[config.mk]
export PLATFORM = sky130hd
export DESIGN_NAME = ibram_pingpong_sched
export DESIGN_NICKNAME = d
export VERILOG_FILES = /design/src/rtl/ibram_pingpong_sched.sv
export SDC_FILE = /design/constraint.sdc
export NUM_CORES = 1
export LEC_CHECK = 0
export ABC_AREA = 1
export CAP_MARGIN = 20
export CORE_MARGIN = 2
export CORE_UTILIZATION = 31
export CTS_CLUSTER_SIZE = 25
export DETAILED_ROUTE_END_ITERATION = 8
export GPL_ROUTABILITY_DRIVEN = 1
export HOLD_SLACK_MARGIN = 0.03
export MAX_ROUTING_LAYER = met4
export PLACE_DENSITY_LB_ADDON = 0.3
export SYNTH_ARGS = -nofsm -noshare
export SYNTH_HDL_FRONTEND = slang
export SYNTH_SLANG_ARGS = --single-unit
[constraint.sdc]
create_clock -name clk -period 2.4 [get_ports clk]
set_clock_uncertainty 0.15 [all_clocks]
set_input_delay 0.24 -clock clk [delete_from_list [all_inputs] [get_ports clk]]
set_output_delay 0.24 -clock clk [all_outputs]
set_load 0.05 [all_outputs]
[src/rtl/ibram_pingpong_sched.sv]
// Ping-pong scheduler for the two halves of the input BRAM: hands each half to the
// writer, then to the reader, and counts layers until the configured run completes.
module ibram_pingpong_sched #(
    parameter int WRITE_DEPTH    = 512,
    parameter int MAX_NUM_LAYERS = 16,
    localparam int LW = $clog2(MAX_NUM_LAYERS) + 1,
    localparam int WW = $clog2(WRITE_DEPTH) + 1
) (
    input  logic          clk,
    input  logic          rst_n,
    input  logic          cfg_valid,
    output logic          cfg_ready,
    input  logic [LW-1:0] cfg_num_layers,
    input  logic          wr_req,
    output logic          wr_gnt,
    output logic          wr_sel,
    input  logic          wr_done,
    input  logic [WW-1:0] wr_words,
    input  logic          rd_req,
    output logic          rd_gnt,
    output logic          rd_sel,
    output logic [WW-1:0] rd_words,
    input  logic          rd_done,
    output logic [1:0]    full_cnt,
    output logic          busy,
    output logic          all_done,
    output logic          err
);

    typedef enum logic [1:0] {S_IDLE, S_RUN, S_DONE} state_t;
    typedef enum logic [1:0] {B_EMPTY, B_FILL, B_FULL, B_DRAIN} buf_state_t;

    localparam logic [WW-1:0] DEPTH_W = WW'(WRITE_DEPTH);

    state_t        r_state, w_state_nxt;
    buf_state_t    r_buf       [0:1];
    buf_state_t    w_buf_nxt   [0:1];
    logic [WW-1:0] r_words     [0:1];
    logic [WW-1:0] w_words_nxt [0:1];
    logic          r_wr_ptr, w_wr_ptr_nxt;
    logic          r_rd_ptr, w_rd_ptr_nxt;
    logic [LW-1:0] r_num_layers, w_num_layers_nxt;
    logic [LW-1:0] r_layers_wr, w_layers_wr_nxt;
    logic [LW-1:0] r_layers_rd, w_layers_rd_nxt;
    logic          r_wr_gnt, r_rd_gnt;
    logic          r_wr_sel, w_wr_sel_nxt;
    logic          r_rd_sel, w_rd_sel_nxt;
    logic [WW-1:0] r_rd_words, w_rd_words_nxt;
    logic [1:0]    r_full_cnt, w_full_cnt_nxt;
    logic          r_err, w_err_nxt;

    logic          w_wr_take, w_rd_take, w_wr_fin, w_rd_fin, w_words_ovf;
    logic [WW-1:0] w_words_clamped;

    // Grant decisions look only at registered buffer state, so a half freed this
    // cycle becomes grantable on the next one.
    assign w_wr_take = (r_state == S_RUN) && wr_req && (r_buf[r_wr_ptr] == B_EMPTY)
                       && (r_layers_wr < r_num_layers);
    assign w_rd_take = (r_state == S_RUN) && rd_req && (r_buf[r_rd_ptr] == B_FULL);
    assign w_wr_fin  = wr_done && (r_buf[r_wr_ptr] == B_FILL);
    assign w_rd_fin  = rd_done && (r_buf[r_rd_ptr] == B_DRAIN);

    assign w_words_ovf     = wr_words > DEPTH_W;
    assign w_words_clamped = w_words_ovf ? DEPTH_W : wr_words;

    // NOTE: every variable gets its default before any branch, so no latch is inferred.
    always_comb begin
        w_state_nxt      = r_state;
        w_buf_nxt[0]     = r_buf[0];
        w_buf_nxt[1]     = r_buf[1];
        w_words_nxt[0]   = r_words[0];
        w_words_nxt[1]   = r_words[1];
        w_wr_ptr_nxt     = r_wr_ptr;
        w_rd_ptr_nxt     = r_rd_ptr;
        w_num_layers_nxt = r_num_layers;
        w_layers_wr_nxt  = r_layers_wr;
        w_layers_rd_nxt  = r_layers_rd;
        w_wr_sel_nxt     = r_wr_sel;
        w_rd_sel_nxt     = r_rd_sel;
        w_rd_words_nxt   = r_rd_words;
        w_err_nxt        = r_err;

        // Writer and reader events never target the same half in one cycle: each
        // requires a different source state, so their updates cannot collide.
        if (w_wr_take) begin
            w_buf_nxt[r_wr_ptr] = B_FILL;
            w_wr_sel_nxt        = r_wr_ptr;
        end
        if (w_wr_fin) begin
            w_buf_nxt[r_wr_ptr]   = B_FULL;
            w_words_nxt[r_wr_ptr] = w_words_clamped;
            w_wr_ptr_nxt          = ~r_wr_ptr;
            w_layers_wr_nxt       = r_layers_wr + LW'(1);
            if (w_words_ovf) w_err_nxt = 1'b1;
        end else if (wr_done) begin
            w_err_nxt = 1'b1;
        end

        if (w_rd_take) begin
            w_buf_nxt[r_rd_ptr] = B_DRAIN;
            w_rd_sel_nxt        = r_rd_ptr;
            w_rd_words_nxt      = r_words[r_rd_ptr];
        end
        if (w_rd_fin) begin
            w_buf_nxt[r_rd_ptr] = B_EMPTY;
            w_rd_ptr_nxt        = ~r_rd_ptr;
            w_layers_rd_nxt     = r_layers_rd + LW'(1);
        end else if (rd_done) begin
            w_err_nxt = 1'b1;
        end

        case (r_state)
            S_IDLE: begin
                if (cfg_valid) begin
                    w_num_layers_nxt = cfg_num_layers;
                    w_layers_wr_nxt  = '0;
                    w_layers_rd_nxt  = '0;
                    w_err_nxt        = 1'b0;
                    w_buf_nxt[0]     = B_EMPTY;
                    w_buf_nxt[1]     = B_EMPTY;
                    w_wr_ptr_nxt     = 1'b0;
                    w_rd_ptr_nxt     = 1'b0;
                    w_state_nxt      = (cfg_num_layers == '0) ? S_DONE : S_RUN;
                end
            end
            S_RUN: begin
                if (cfg_valid) w_err_nxt = 1'b1;
                if (r_layers_rd == r_num_layers) w_state_nxt = S_DONE;
            end
            S_DONE: begin
                if (cfg_valid) w_err_nxt = 1'b1;
                w_state_nxt = S_IDLE;
            end
            default: w_state_nxt = S_IDLE;
        endcase

        w_full_cnt_nxt = 2'(w_buf_nxt[0] == B_FULL) + 2'(w_buf_nxt[1] == B_FULL);
    end

    always_ff @(posedge clk or negedge rst_n) begin
        if (!rst_n) begin
            r_state <= S_IDLE;
            // NOTE: the two per-half arrays are control state, not bulk storage, so they are reset.
            for (int i = 0; i < 2; i++) begin
                r_buf[i]   <= B_EMPTY;
                r_words[i] <= '0;
            end
            r_wr_ptr     <= 1'b0;
            r_rd_ptr     <= 1'b0;
            r_num_layers <= '0;
            r_layers_wr  <= '0;
            r_layers_rd  <= '0;
            r_wr_gnt     <= 1'b0;
            r_rd_gnt     <= 1'b0;
            r_wr_sel     <= 1'b0;
            r_rd_sel     <= 1'b0;
            r_rd_words   <= '0;
            r_full_cnt   <= '0;
            r_err        <= 1'b0;
        end else begin
            r_state <= w_state_nxt;
            for (int i = 0; i < 2; i++) begin
                r_buf[i]   <= w_buf_nxt[i];
                r_words[i] <= w_words_nxt[i];
            end
            r_wr_ptr     <= w_wr_ptr_nxt;
            r_rd_ptr     <= w_rd_ptr_nxt;
            r_num_layers <= w_num_layers_nxt;
            r_layers_wr  <= w_layers_wr_nxt;
            r_layers_rd  <= w_layers_rd_nxt;
            r_wr_gnt     <= w_wr_take;
            r_rd_gnt     <= w_rd_take;
            r_wr_sel     <= w_wr_sel_nxt;
            r_rd_sel     <= w_rd_sel_nxt;
            r_rd_words   <= w_rd_words_nxt;
            r_full_cnt   <= w_full_cnt_nxt;
            r_err        <= w_err_nxt;
        end
    end

    assign cfg_ready = (r_state == S_IDLE);
    assign busy      = (r_state == S_RUN);
    assign all_done  = (r_state == S_DONE);
    assign wr_gnt    = r_wr_gnt;
    assign rd_gnt    = r_rd_gnt;
    assign wr_sel    = r_wr_sel;
    assign rd_sel    = r_rd_sel;
    assign rd_words  = r_rd_words;
    assign full_cnt  = r_full_cnt;
    assign err       = r_err;

endmodule
==> summary.txt, run 1 <==
Synthesis
  • Flip-flop cell with the highest count after synthesis: dfrtp_1
  • Post-synthesis mux area share: 0%
  • Synth Area in Compound Gates: 10.5%
  • Count leader, synth: nand2_1
  • Post-synth EDFFs: 0
  • Synthesized flop and latch total: 60
  • Post-synth cell types: 31
  • Number of synthesis warnings: 0
  • Yosys top cell by area: dfrtp_1
  • Largest cells by area after synthesis: dfrtp_1 (49%), nand2_1 (13%), ha_1 (5.3%)
  • Synth Area in Adders: 5.35%
  • Avg Inst Size Synth: 8.66 sq um
  • Asr flop ratio synth: 100%
  • Synth Area in Simple Gates: 25.9%
  • Post-Synthesis Cells: 351
  • Post-synthesis sequential area ratio: roughly half
  • Syn nets: 386
  • Synth Area in XOR/XNOR: under 10%
  • Main combinational cell family by area after synthesis: simple AND/OR/NAND/NOR gates
  • Cell Area, Synth: roughly 0.003 sq mm
  • Most instantiated cells after synthesis: nand2_1 (108), dfrtp_1 (60), inv_1 (35), o21ai_0 (27), nor2_1 (21)
  • Synth top area share: between 40% and 50%

Global routing
  • Vias in the first global route: 2,399
  • Total GRT Usage: 14.3%
  • Initial antenna violation count: 0
  • First-pass GRT wire length: 11.2 mm
  • GRT overflow: 0
  • Largest net degree at the start of global routing: 37

Cells and area
  • FF+latch area: 0.00150 sq mm
  • Ant diodes: 0
  • Synth-to-Final Area Change: 26.1%
  • Final #Nets: 435
  • Share of cells above drive strength 1: 11.1%
  • Fin cells: 538
  • Multi-input gate area: around 0.0013 sq mm
  • Util after Layout: 39.8%
  • Filler cell count: 1,010

Worst setup path
  • Setup crit start: r_state[0]
  • Buf/Inv on CP: 2
  • CP max stage delay: roughly 800 ps
  • Critical Path Source Type: register
  • Crit path depth: 3
  • R2R Path Start: r_state[1]
  • Reg2Reg Depth: 10
  • Critical Path RT: 2010 ps
  • Crit-path slowest cell: clkdlybuf4s50_1
  • Crit Path Max Fanout: 4
  • Setup CP Type: reg2out
  • Setup crit end kind: output pin
  • WP data arrival: between 1500 and 2000 ps
  • R2R setup slack: 240 ps
  • CP Cell Sequence: inv_1 -> ha_1 -> clkdlybuf4s50_1
  • Top Family by Delay on Critical Path: buffers and inverters
  • Crit path capture: all_done
  • Reg-to-Reg End: full_cnt[0]

Drt
  • Iteration-0 DRC Markers: 121
  • Vias: 2,366
  • DRT antenna net count: 0
  • Routed wire length: roughly 6.6 mm
  • DRC Markers: 0
  • Total iterations of the first detailed-routing run: 4
  • Vias/cell: about 4.4
  • Wire per inst: roughly 12 um

Clocking
  • Root buf cell: clkbuf_8
  • Htree depth: 3
  • CTS buffer count: 9
  • CTS clk-pin slew, worst paths: approximately 80 ps
  • CTS max path bufs: 2
  • Worst-Skew Late Latency: 350 ps
  • CTS tree: done
  • Clk sinks: 60

Min path
  • HP Class: in2async

Placement
  • Gpl congestion: 0.845
  • Placed cells: 521
  • PortBufs: 41
  • Hpwl dp: 4.98 mm

Timing
  • Final setup violation count: 0
  • Hold WS: about 280 ps
  • Hold Fails Final Rpt: 0
  • Fin crit period: 2200 ps
  • Tightest Pin Transition: 602 ps
  • RSZ-0062 raised after global routing: no
  • Final Cycle Share: 91.7%
  • Setup_tns: 0 ps
  • Slew margin rel.: between 50 and 60%
  • FMAX: 0.454 GHz
  • Max-slew violations: 0

Power
  • Seq pwr share: a little over a third
  • Clock power share: 23.3%
  • P_sw: between 1.5 and 2 mW
  • Leakage: between 1.5 and 2 nW
  • Comb power frac: 40.3%
  • Peak VDD IR: 614 uV
  • Int Power: 2.55 mW
  • Sw Ratio: between 40% and 50%
  • Pwr dens: 1140 mW/mm^2

Floorplanning
  • Die W: around 100 um
  • Die Area: 0.0106 sq mm
  • Die Y: slightly above 100 um
  • Rows: 36
  • Core area: 0.00964 sq mm
  • Ports: 42
  • Initial Utilization: 31.5%

Run status
  • Run status: completed

Flow run
  • Maxcap violations: 0
[metal layers]
layer	GRT usage [%]	wire, um	up-vias
met1	18.6	3220	1099
met5	-	0	-
met2	21.2	2930	30
li1	-	-	1226
met3	3.46	283	11
met4	6.48	130	0
[power by group through the flow]
stage	Sequential [mW]	Combinational [mW]	Clock, mW
2_1_floorplan	1.82	1.06	0
4_1_cts	1.60	1.79	1.04
3_5_place_dp	1.61	1.78	0
3_3_place_gp	1.61	1.76	0
5_1_grt	1.65	2.00	1.08
6_report	1.59	1.77	1.02
[cell families after synthesis]
kind of cell	after synthesis
simple gates	170
flops	60
compound gates	54
buf+inv	47
fa+ha+maj	13
xor+xnor	7
[sequential cells by signal, indices dropped and copies added (netlist names)]
| name | count |
|---|---|
| rd_gnt | 1 |
| r_layers_wr | 5 |
| r_wr_ptr | 1 |
| rd_words | 10 |
| r_state | 2 |
| err | 1 |
| r_num_layers | 5 |
| r_rd_ptr | 1 |
| full_cnt | 2 |
| rd_sel | 1 |
| r_layers_rd | 5 |
| wr_sel | 1 |
| r_buf | 4 |
| wr_gnt | 1 |
| r_words | 20 |
[final cells by class]
type                            instances  area share [%]
Sequential cell                        60            39.2
Timing Repair Buffer                   45            11.7
Clock buffer                            9            3.23
Clock inverter                          7            2.64
Multi-Input combinational cell        244            34.7
Tap cell                              133            4.34
Inverter                               40            4.18
[layout by cell type, fill, tap and decap left out, types with 2 or more instances in the layout]
cell type	Yosys	layout
a21oi_1	15	15
a21oi_2	3	3
buf_4	0	3
bufinv_16	0	2
clkbuf_8	0	9
clkdlybuf4s50_1	0	38
clkinv_1	2	2
clkinv_4	0	3
clkinvlp_4	0	2
dfrtp_1	60	60
ha_1	13	13
inv_1	35	35
inv_4	2	2
nand2_1	108	108
nand2_2	5	5
nand3_1	19	19
nand4_1	2	2
nor2_1	21	21
nor2_8	4	4
nor3_1	6	6
o211ai_2	2	2
o21ai_0	27	27
o21ai_1	3	3
xor2_1	6	6
[metrics by stage]
stage               instance area (sq um)  total power, mW  setup slack (ps)
finish                               3830             4.38               198
global route                         3830             4.73              20.3
CTS                                  3830             4.42              20.9
detailed placement                   3600             3.39               232
global placement                     3600             3.37               235
floorplan                            3040             2.88               183
[worst min-delay path by stage]
| stage | end | slack, ps | start | cells after the start |
|---|---|---|---|---|
| 2_1_floorplan | err | -210 | rst_n | 0 |
| 3_3_place_gp | rd_words[7] | 140 | rst_n | 1 |
| 3_5_place_dp | rd_words[7] | 140 | rst_n | 1 |
| 4_1_cts | rd_words[7] | 300 | rst_n | 2 |
| 5_1_grt | rd_words[7] | 350 | rst_n | 2 |
| 6_report | rd_words[7] | 280 | rst_n | 2 |
[what timing repair did]
action,in CTS,in global routing
buffers inserted,0,0
hold endpoints to repair,24,0
hold buffers,1,0
gates resized for setup,0,1
setup endpoints to repair,0,1
(Power assumes the default switching activity.)
==> run 2, diff against run 1 <==
REMOVE_ABC_BUFFERS = 1   (was not set)
==> summary.txt, run 2 (synthesized netlist as in run 1, its figures left out) <==
Run status
  • Run status: completed

Worst setup path
  • Critical Path Source Type: register
  • Crit-path slowest cell: clkdlybuf4s50_1
  • Setup CP Type: reg2out
  • WP data arrival: 1790 ps
  • Crit Path Max Fanout: 4
  • Critical Path RT: 2010 ps
  • Top Family by Delay on Critical Path: buffers and inverters
  • CP max stage delay: 800 ps
  • Buf/Inv on CP: 2
  • CP Cell Sequence: inv_1 -> ha_1 -> clkdlybuf4s50_1
  • Setup crit end kind: output pin

Timing
  • Setup_tns: 0 ps
  • Slew margin rel.: 40.5%
  • Final setup violation count: 0
  • FMAX: roughly 0.46 GHz
  • Tightest Pin Transition: 892 ps
  • Fin crit period: 2180 ps
  • Hold Fails Final Rpt: 0
  • Final Cycle Share: 90.7%
  • RSZ-0062 raised after global routing: no
  • Max-slew violations: 0

Drt
  • Wire per inst: about 12 um
  • Met3 WL: 201 um
  • Total iterations of the first detailed-routing run: 4
  • DRC Markers: 0
  • Iteration-0 DRC Markers: 92
  • Met2 WL: 3.01 mm
  • Vias/cell: roughly 4.4
  • Top Metal Used: met4
  • DRT antenna net count: 0
  • Routed wire length: 6.74 mm
  • M1 WL: 3.45 mm
  • Vias: roughly 2,400

Floorplanning
  • Die Area: 0.0106 sq mm
  • Initial Utilization: around a third
  • Rows: 36
  • Die W: between 100 and 150 um
  • Die Y: 103 um
  • Core area: 0.00964 sq mm
  • Ports: 42

Cells and area
  • Reg with most FFs: r_words
  • Multi-input gate area: approximately 0.0013 sq mm
  • Most frequent cells in the layout: nand2_1 (108), dfrtp_1 (60), clkdlybuf4s50_1 (38)
  • Flip-flop count of the largest register after layout: 20
  • Util after Layout: between 30% and 40%
  • Fin cells: 540
  • Share of cells above drive strength 1: 10.8%
  • Synth-to-Final Area Change: 25.1%
  • FF+latch area: 0.00150 sq mm
  • Filler cell count: 993
  • Final #Nets: 438
  • Ant diodes: 0
  • Commonest non-fill, non-tap cell in the layout: nand2_1

Placement
  • PortBufs: between 40 and 50
  • Gpl congestion: 0.850
  • Hpwl dp: slightly above 5 mm
  • Placed cells: 524

Clocking
  • Root buf cell: clkbuf_8
  • CTS clk-pin slew, worst paths: 70 ps
  • CTS buffer count: 9
  • Worst-Skew Late Latency: approximately 330 ps
  • CTS tree: done
  • CTS max path bufs: 2
  • Htree depth: 3
  • Post CTS Setup Buffer Count: 0
  • Clk sinks: 60

Global routing
  • Total GRT Usage: 14.7%
  • GRT overflow: 0
  • Initial antenna violation count: 0
  • Largest net degree at the start of global routing: 40
  • First-pass GRT wire length: 11.5 mm
  • Vias in the first global route: 2,315

Power
  • Leakage: 1.92 nW
  • Pwr dens: 1120 mW/mm^2
  • Peak VDD IR: 662 uV

Flow run
  • Maxcap violations: 0

Min path
  • HP Class: reg2reg
-- run 2: cell count changes in the layout (fill, tap and decap cells not counted), sizes merged --
cell and change:
clkbuf +4, buf +3, clkinv -2, clkinvlp -2, bufinv -1
-- run 2: layout make-up --
cell class	instances	area share, %
Timing Repair Buffer	48	12.1
Tap cell	133	4.38
Inverter	40	4.21
Sequential cell	60	39.5
Clock inverter	2	0.921
Multi-Input combinational cell	244	35.0
Clock buffer	13	3.92
-- run 2: final timing paths --
path	cells past startpoint	end	slack, ps	start
min reg2reg	2	rd_sel	320	rd_sel
min	2	rd_sel	320	rd_sel
min in group asynchronous	2	rd_words[0]	410	rst_n
max reg2reg	8	full_cnt[0]	240	r_state[1]
max	3	all_done	220	r_state[0]
max in group asynchronous	3	r_state[1]	1020	rst_n
-- run 2: routing by layer --
| metal | up-vias | track usage (%) |
|---|---|---|
| met1 | 1104 | 20.5 |
| met5 | - | - |
| li1 | 1228 | - |
| met3 | 6 | 3.66 |
| met4 | 0 | 5.06 |
| met2 | 39 | 20.9 |
-- run 2: per-stage QoR --
stage          power (mW)  setup WS (ps)  instance area [sq um]  hold slack (ps)
4_1_cts              4.30           45.3                   3800              329
3_3_place_gp         3.38            253                   3610              261
2_1_floorplan        2.84            108                   2990             -206
3_5_place_dp         3.40            251                   3610              271
6_report             4.25            222                   3800              324
5_1_grt              4.59           25.9                   3800              358
-- run 2: power by group --
group	total, mW	leakage (nW)	switching (mW)	internal (mW)
clock network	0.886	0.0935	0.383	0.502
registers	1.60	0.798	0.251	1.34
logic	1.77	1.03	1.15	0.624
-- run 2: what timing repair did --
action / 4_1_cts / 5_1_grt
hold buffers: 1 / 0
endpoints found under the setup margin: 0 / 1
endpoints found under the hold margin: 35 / 0
gates resized for setup: 0 / 1
-- run 2: worst register-to-register path: cells and delay by family, from the launching register on --
| kind | cells | cell delay (ps) |
|---|---|---|
| fa+ha+maj | 2 | 660 |
| buf+inv | 1 | 100 |
| flops | 1 | 400 |
| simple gates | 5 | 720 |
